**src/rtl/decode_stage_if.sv**
```systemverilog
// Handshake bundle for the decode stage: fetch-side word input and decoded-field output.
interface decode_stage_if #(
  parameter int unsigned IW  = 9,
  parameter int unsigned OPW = 5,
  parameter int unsigned RW  = 3,
  parameter int unsigned DW  = 8
) ();
  logic           in_valid;
  logic           in_ready;
  logic [IW-1:0]  mach_code;
  logic           out_valid;
  logic           out_ready;
  logic [OPW-1:0] opcode;
  logic [RW-1:0]  reg1;
  logic [RW-1:0]  reg2;
  logic [DW-1:0]  immediate;
  logic           is_imm;
  logic           mode;

  modport master (
    output in_valid, mach_code, out_ready,
    input  in_ready, out_valid, opcode, reg1, reg2, immediate, is_imm, mode
  );

  modport slave (
    input  in_valid, mach_code, out_ready,
    output in_ready, out_valid, opcode, reg1, reg2, immediate, is_imm, mode
  );
endinterface

```
**src/rtl/decode_stage.sv**
```systemverilog
// Registered instruction-decode stage with mode tracking, immediate LUT expansion
// and a 2-entry (output + skid) buffer so one word per cycle survives back-pressure.
module decode_stage #(
  parameter int unsigned          IW    = 9,
  parameter int unsigned          OPW   = 5,
  parameter int unsigned          RW    = 3,
  parameter int unsigned          DW    = 8,
  parameter logic [OPW-1:0]       SW_RR = 5'h1F,
  parameter logic [IW-2*RW-1:0]   SW_RI = 3'h7
) (
  input  logic          Clk,
  input  logic          Reset_n,
  input  logic          flush,
  decode_stage_if.slave bus
);
  localparam int unsigned RRW = (IW - OPW) / 2;

  typedef struct packed {
    logic [OPW-1:0] opcode;
    logic [RW-1:0]  reg1;
    logic [RW-1:0]  reg2;
    logic [DW-1:0]  imm;
    logic           is_imm;
  } entry_t;

  // Immediate expansion: 0, 1, powers of two, and a saturated top entry.
  function automatic logic [DW-1:0] f_lut(input logic [RW-1:0] idx);
    logic [DW-1:0] v;
    if (idx == '0)            v = '0;
    else if (idx == RW'(1))   v = DW'(1);
    else if (idx == '1)       v = {1'b0, {(DW-1){1'b1}}};
    else                      v = DW'(1) << idx;
    return v;
  endfunction

  logic   r_out_valid, r_skid_valid, r_mode;
  entry_t r_out, r_skid;

  logic   w_out_valid_nx, w_skid_valid_nx, w_mode_nx;
  entry_t w_out_nx, w_skid_nx;
  entry_t w_dec;
  logic   w_sw, w_acc, w_push;

  assign bus.in_ready  = !r_skid_valid && !flush && Reset_n;
  assign w_acc         = bus.in_valid && bus.in_ready;
  assign w_push        = w_acc && !w_sw;

  // Field split depends on the mode in force when the word is accepted.
  always_comb begin
    w_dec = '0;
    w_sw  = 1'b0;
    if (!r_mode) begin
      w_dec.opcode = bus.mach_code[IW-1 -: OPW];
      w_dec.reg1   = RW'(bus.mach_code[2*RRW-1 : RRW]);
      w_dec.reg2   = RW'(bus.mach_code[RRW-1 : 0]);
      w_sw         = (bus.mach_code[IW-1 -: OPW] == SW_RR);
    end else begin
      w_dec.opcode = OPW'(bus.mach_code[IW-1 : 2*RW]);
      w_dec.reg1   = bus.mach_code[2*RW-1 : RW];
      w_dec.reg2   = bus.mach_code[RW-1 : 0];
      w_dec.imm    = f_lut(bus.mach_code[RW-1 : 0]);
      w_dec.is_imm = 1'b1;
      w_sw         = (bus.mach_code[IW-1 : 2*RW] == SW_RI);
    end
  end

  // Buffer occupancy and mode next-state; skid always drains before new words load.
  always_comb begin
    w_out_valid_nx  = r_out_valid;
    w_out_nx        = r_out;
    w_skid_valid_nx = r_skid_valid;
    w_skid_nx       = r_skid;
    w_mode_nx       = r_mode;
    if (w_acc && w_sw) w_mode_nx = !r_mode;
    if (flush) begin
      w_out_valid_nx  = 1'b0;
      w_skid_valid_nx = 1'b0;
    end else if (!r_out_valid || bus.out_ready) begin
      if (r_skid_valid) begin
        w_out_valid_nx  = 1'b1;
        w_out_nx        = r_skid;
        w_skid_valid_nx = 1'b0;
      end else if (w_push) begin
        w_out_valid_nx  = 1'b1;
        w_out_nx        = w_dec;
      end else begin
        w_out_valid_nx  = 1'b0;
      end
    end else if (w_push) begin
      w_skid_valid_nx = 1'b1;
      w_skid_nx       = w_dec;
    end
  end

  always_ff @(posedge Clk or negedge Reset_n) begin
    if (!Reset_n) begin
      r_out_valid  <= 1'b0;
      r_out        <= '0;
      r_skid_valid <= 1'b0;
      r_skid       <= '0;
      r_mode       <= 1'b0;
    end else begin
      r_out_valid  <= w_out_valid_nx;
      r_out        <= w_out_nx;
      r_skid_valid <= w_skid_valid_nx;
      r_skid       <= w_skid_nx;
      r_mode       <= w_mode_nx;
    end
  end

  assign bus.out_valid = r_out_valid;
  assign bus.opcode    = r_out.opcode;
  assign bus.reg1      = r_out.reg1;
  assign bus.reg2      = r_out.reg2;
  assign bus.immediate = r_out.imm;
  assign bus.is_imm    = r_out.is_imm;
  assign bus.mode      = r_mode;
endmodule

```
**src/flat_wrapper.sv**
```systemverilog
// flat-port wrapper written by rule: the top's interface ports become plain ports
module decode_stage_flat 
#(
  parameter int unsigned          IW    = 9,
  parameter int unsigned          OPW   = 5,
  parameter int unsigned          RW    = 3,
  parameter int unsigned          DW    = 8,
  parameter logic [OPW-1:0]       SW_RR = 5'h1F,
  parameter logic [IW-2*RW-1:0]   SW_RI = 3'h7
)
  (Clk, Reset_n, flush, bus_in_valid, bus_mach_code, bus_out_ready, bus_in_ready, bus_out_valid, bus_opcode, bus_reg1, bus_reg2, bus_immediate, bus_is_imm, bus_mode);
  decode_stage_if #(.IW(IW), .OPW(OPW), .RW(RW), .DW(DW)) bus_i ();
  input  logic Clk;
  input  logic Reset_n;
  input  logic flush;
  input wire logic [$bits(bus_i.in_valid)-1:0] bus_in_valid;
  input wire logic [$bits(bus_i.mach_code)-1:0] bus_mach_code;
  input wire logic [$bits(bus_i.out_ready)-1:0] bus_out_ready;
  output wire logic [$bits(bus_i.in_ready)-1:0] bus_in_ready;
  output wire logic [$bits(bus_i.out_valid)-1:0] bus_out_valid;
  output wire logic [$bits(bus_i.opcode)-1:0] bus_opcode;
  output wire logic [$bits(bus_i.reg1)-1:0] bus_reg1;
  output wire logic [$bits(bus_i.reg2)-1:0] bus_reg2;
  output wire logic [$bits(bus_i.immediate)-1:0] bus_immediate;
  output wire logic [$bits(bus_i.is_imm)-1:0] bus_is_imm;
  output wire logic [$bits(bus_i.mode)-1:0] bus_mode;
  assign bus_i.in_valid = bus_in_valid;
  assign bus_i.mach_code = bus_mach_code;
  assign bus_i.out_ready = bus_out_ready;
  assign bus_in_ready = bus_i.in_ready;
  assign bus_out_valid = bus_i.out_valid;
  assign bus_opcode = bus_i.opcode;
  assign bus_reg1 = bus_i.reg1;
  assign bus_reg2 = bus_i.reg2;
  assign bus_immediate = bus_i.immediate;
  assign bus_is_imm = bus_i.is_imm;
  assign bus_mode = bus_i.mode;
  decode_stage #(.IW(IW), .OPW(OPW), .RW(RW), .DW(DW), .SW_RR(SW_RR), .SW_RI(SW_RI)) u_core (.Clk(Clk), .Reset_n(Reset_n), .flush(flush), .bus(bus_i));
endmodule
```
**config.mk**
```make
export PLATFORM = sky130hd
export DESIGN_NAME = decode_stage_flat
export DESIGN_NICKNAME = d
export VERILOG_FILES = /design/src/rtl/decode_stage_if.sv /design/src/rtl/decode_stage.sv /design/src/flat_wrapper.sv
export SDC_FILE = /design/constraint.sdc
export NUM_CORES = 1
export LEC_CHECK = 0
export CAP_MARGIN = 20
export CELL_PAD_IN_SITES_DETAIL_PLACEMENT = 0
export CELL_PAD_IN_SITES_GLOBAL_PLACEMENT = 1
export CORE_AREA = 2 2 84 86
export DETAILED_ROUTE_END_ITERATION = 16
export DIE_AREA = 0 0 86 88
export PLACE_DENSITY = 0.62
export SYNTH_ARGS = -nofsm -noshare
export SYNTH_HDL_FRONTEND = slang
export SYNTH_SLANG_ARGS = --single-unit
```
**constraint.sdc**
```tcl
create_clock -name Clk -period 2.3 [get_ports Clk]
set_input_delay 0.69 -clock Clk [delete_from_list [all_inputs] [get_ports Clk]]
set_output_delay 0.69 -clock Clk [all_outputs]
set_load 0.1 [all_outputs]
```
==> impl_metrics.csv <==
group,metric,value,unit
run_status,status,"completed",
layout,syn2layout_area_growth,32.2,%
critical_path,cp_max_fo,5,
clock_network,post-cts-setup-buffers,0,
detailed_routing,wl_met3,161,µm
logic_synthesis,netlist_instances,184,
clock_network,ctsHtreeMaxLevel,2,
placement,dp_cells,306,
timing,rsz0062_at_grt,"no",
placement,portBuffers,35,
detailed_routing,postRouteAntennaNets,0,
detailed_routing,wl_met1,2050,µm
timing,setup_viol,0,
layout,diodes,0,
clock_network,ctsHoldBuffers,0,
logic_synthesis,synthArstFlopShare,100,%
timing,hold_viol_final,0,
timing,fin_skew,0.00346,ns
logic_synthesis,synth_top_area_cell,"dfrtp_1",
logic_synthesis,synth_ff_type,"dfrtp_1",
grt,grt-ovfl-total,0,
layout,nets,247,
placement,hpwl,3030,µm
die,start_util,29.0,%
die,die_area,7570,µm²
power_and_ir_drop,ir_drop,0.415,mV
die,fp.dieH,88,µm
critical_path,cp_data_arrival_time,1.49,ns
clock_network,postCtsResizedCells,2,
detailed_routing,vias,1427,
logic_synthesis,synth_top_cell_area_share,53.2,%
power_and_ir_drop,p_per_area,907,nW/µm²
critical_path,endpoint_kind,"output pin",
critical_path,path_class,"input pin to output pin",
grt,grt_start_max_net_pins,35,
detailed_routing,maxUsedRoutingLayer,"met4",
hold_path,hold_path.class,"input pin to async pin",
detailed_routing,routed_via_density,4.56,
logic_synthesis,synth_cell_types,26,
clock_network,cts_tree,"built",
critical_path,cp_data_required_time,1.61,ns
detailed_routing,drc,0,
placement,gp_congestion,0.742,
detailed_routing,wire_per_inst,13.2,µm
grt,antenna_found_initial,0,
logic_synthesis,synth-seq-area-share,53.2,%
detailed_routing,drt_iter0_markers,80,
clock_network,clock-root-buffer,"clkbuf_8",
clock_network,cts.clk_slew.worst_paths,0.08,ns
detailed_routing,firstDrtPassIters,4,
detailed_routing,drt_wl_total,4140,µm
power_and_ir_drop,p_leak,1.16,nW
logic_synthesis,ys_top_cells_by_count,"dfrtp_1 (41), nand2_1 (35), o21ai_0 (35)",
grt,track_usage,12.2,%
critical_path,start_kind,"input pin",
die,num_io_pins,37,
logic_synthesis,syn_nets,198,
timing,fmax,458,MHz
timing,fin_crit_sh,94.9,%
timing,finalMaxSlewViolations,0,
timing,layout_min_cycle_time,2.18,ns
detailed_routing,wl_met2,1850,µm
grt,grt_first_pass_wirelength,7020,µm
clock_network,clockBufferDepth,2,
grt,grt_pass1_vias,1434,
layout,drive_above_1_share,27.9,%
logic_synthesis,post-synth-top-count-cell,"dfrtp_1",
logic_synthesis,netlist_top_cells_area,"dfrtp_1 (53%), o21ai_0 (9.1%), nand2_1 (6.8%), mux2_4 (5.4%), mux2_1 (5.3%)",
die,core_region_area,6640,µm²
logic_synthesis,syn_area,1930,µm²
clock_network,clock-sinks,41,
run,max_cap_violations,0,
layout,stdcell_count,313,
clock_network,cts_made_buffers,5,
clock_network,clock_latency,0.29,ns
die,dieWidth,86,µm
die,placementRows,30,
timing,setup_tns,0,ns
timing,hold_slack,0.400,ns
logic_synthesis,yosys_warnings,0,
logic_synthesis,ys_ff_latch,41,
logic_synthesis,syn_avg_cell_area,10.5,µm²
logic_synthesis,synth_edf_count,0,
==> worst paths after layout <==
kind	slack [ns]	startpoint	depth (start not counted)	end
hold reg to reg	0.48	u_core.r_skid[1]	2	u_core.r_skid[1]
max in group asynchronous	1.46	Reset_n	2	u_core.r_skid[0]
hold / removal	0.40	Reset_n	2	u_core.bus.out_valid
setup reg to reg	0.41	u_core.r_skid_valid	5	u_core.bus.immediate[1]
min in group Clk	0.48	u_core.r_skid[1]	2	u_core.r_skid[1]
setup / recovery	0.12	flush	4	bus_in_ready
==> sequential cells by signal, indices dropped and copies added, names as in the netlist <==
| register | count |
|---|---|
| u_core.bus.immediate | 7 |
| u_core.bus.is_imm | 1 |
| u_core.bus.mode | 1 |
| u_core.bus.opcode | 5 |
| u_core.bus.out_valid | 1 |
| u_core.bus.reg1 | 3 |
| u_core.bus.reg2 | 3 |
| u_core.r_skid | 19 |
| u_core.r_skid_valid | 1 |
==> where the power goes <==
part	switching, mW	total [mW]	internal, mW
logic	0.715	0.975	0.260
clock network	0.251	0.488	0.237
registers	0.0455	0.849	0.804
total	1.01	2.31	1.30
==> cells by family after synthesis <==
family          share of synthesized area, %
compound gates                          11.4
xor+xnor                                1.82
buf+inv                                 3.89
flops                                   53.2
mux                                     16.6
other cells                            0.194
simple gates                            12.9
==> area by class of cell <==
cell class | instances | area (µm²)
clock buffers | 6 | 82.6
clock inverters | 1 | 7.51
fillers | 669 | 4090
multi-input cells | 128 | 840
flip-flops and latches | 41 | 1030
well taps | 80 | 100
repair buffers | 57 | 495
==> per-stage QoR <==
step / power (mW) / worst slack, ns / area, µm² / util [%]
2_1_floorplan: 1.60 / 0.0133 / 1940 / -
3_3_place_gp: 1.84 / -0.136 / 2460 / 37.0
5_1_grt: 2.42 / 0.0858 / 2550 / 38.4
3_5_place_dp: 1.85 / -0.162 / 2460 / 37.0
6_report: 2.31 / 0.118 / 2550 / 38.4
4_1_cts: 2.34 / 0.101 / 2550 / 38.4
==> placed cells by master, fill, tap and decap left out, drive strengths merged <==
master / n
buf: 45
dfrtp: 41
o21ai: 38
nand2: 35
mux2: 19
clkdlybuf4s50: 11
mux2i: 8
nand3: 7
clkbuf: 6
nand2b: 4
xnor2: 4
a21oi: 2
nor3b: 2
and4bb: 1
o211ai: 1
nand4b: 1
o22ai: 1
or2: 1
nand4: 1
nor2: 1
nor3: 1
conb: 1
clkinvlp: 1
dlygate4sd2: 1
==> per-layer routing <==
layer / up-vias / track usage, %
met5: - / 0
met4: 0 / 6.06
met3: 6 / 2.45
met2: 29 / 18.9
met1: 668 / 16.2
li1: 724 / -
==> worst max-delay path, stage by stage <==
cell and delay (ns):
dlygate4sd2_1 0.25, buf_6 0.13, nor3b_4 0.21, buf_12 0.20
Note: power is estimated with default switching activity, not from simulation.
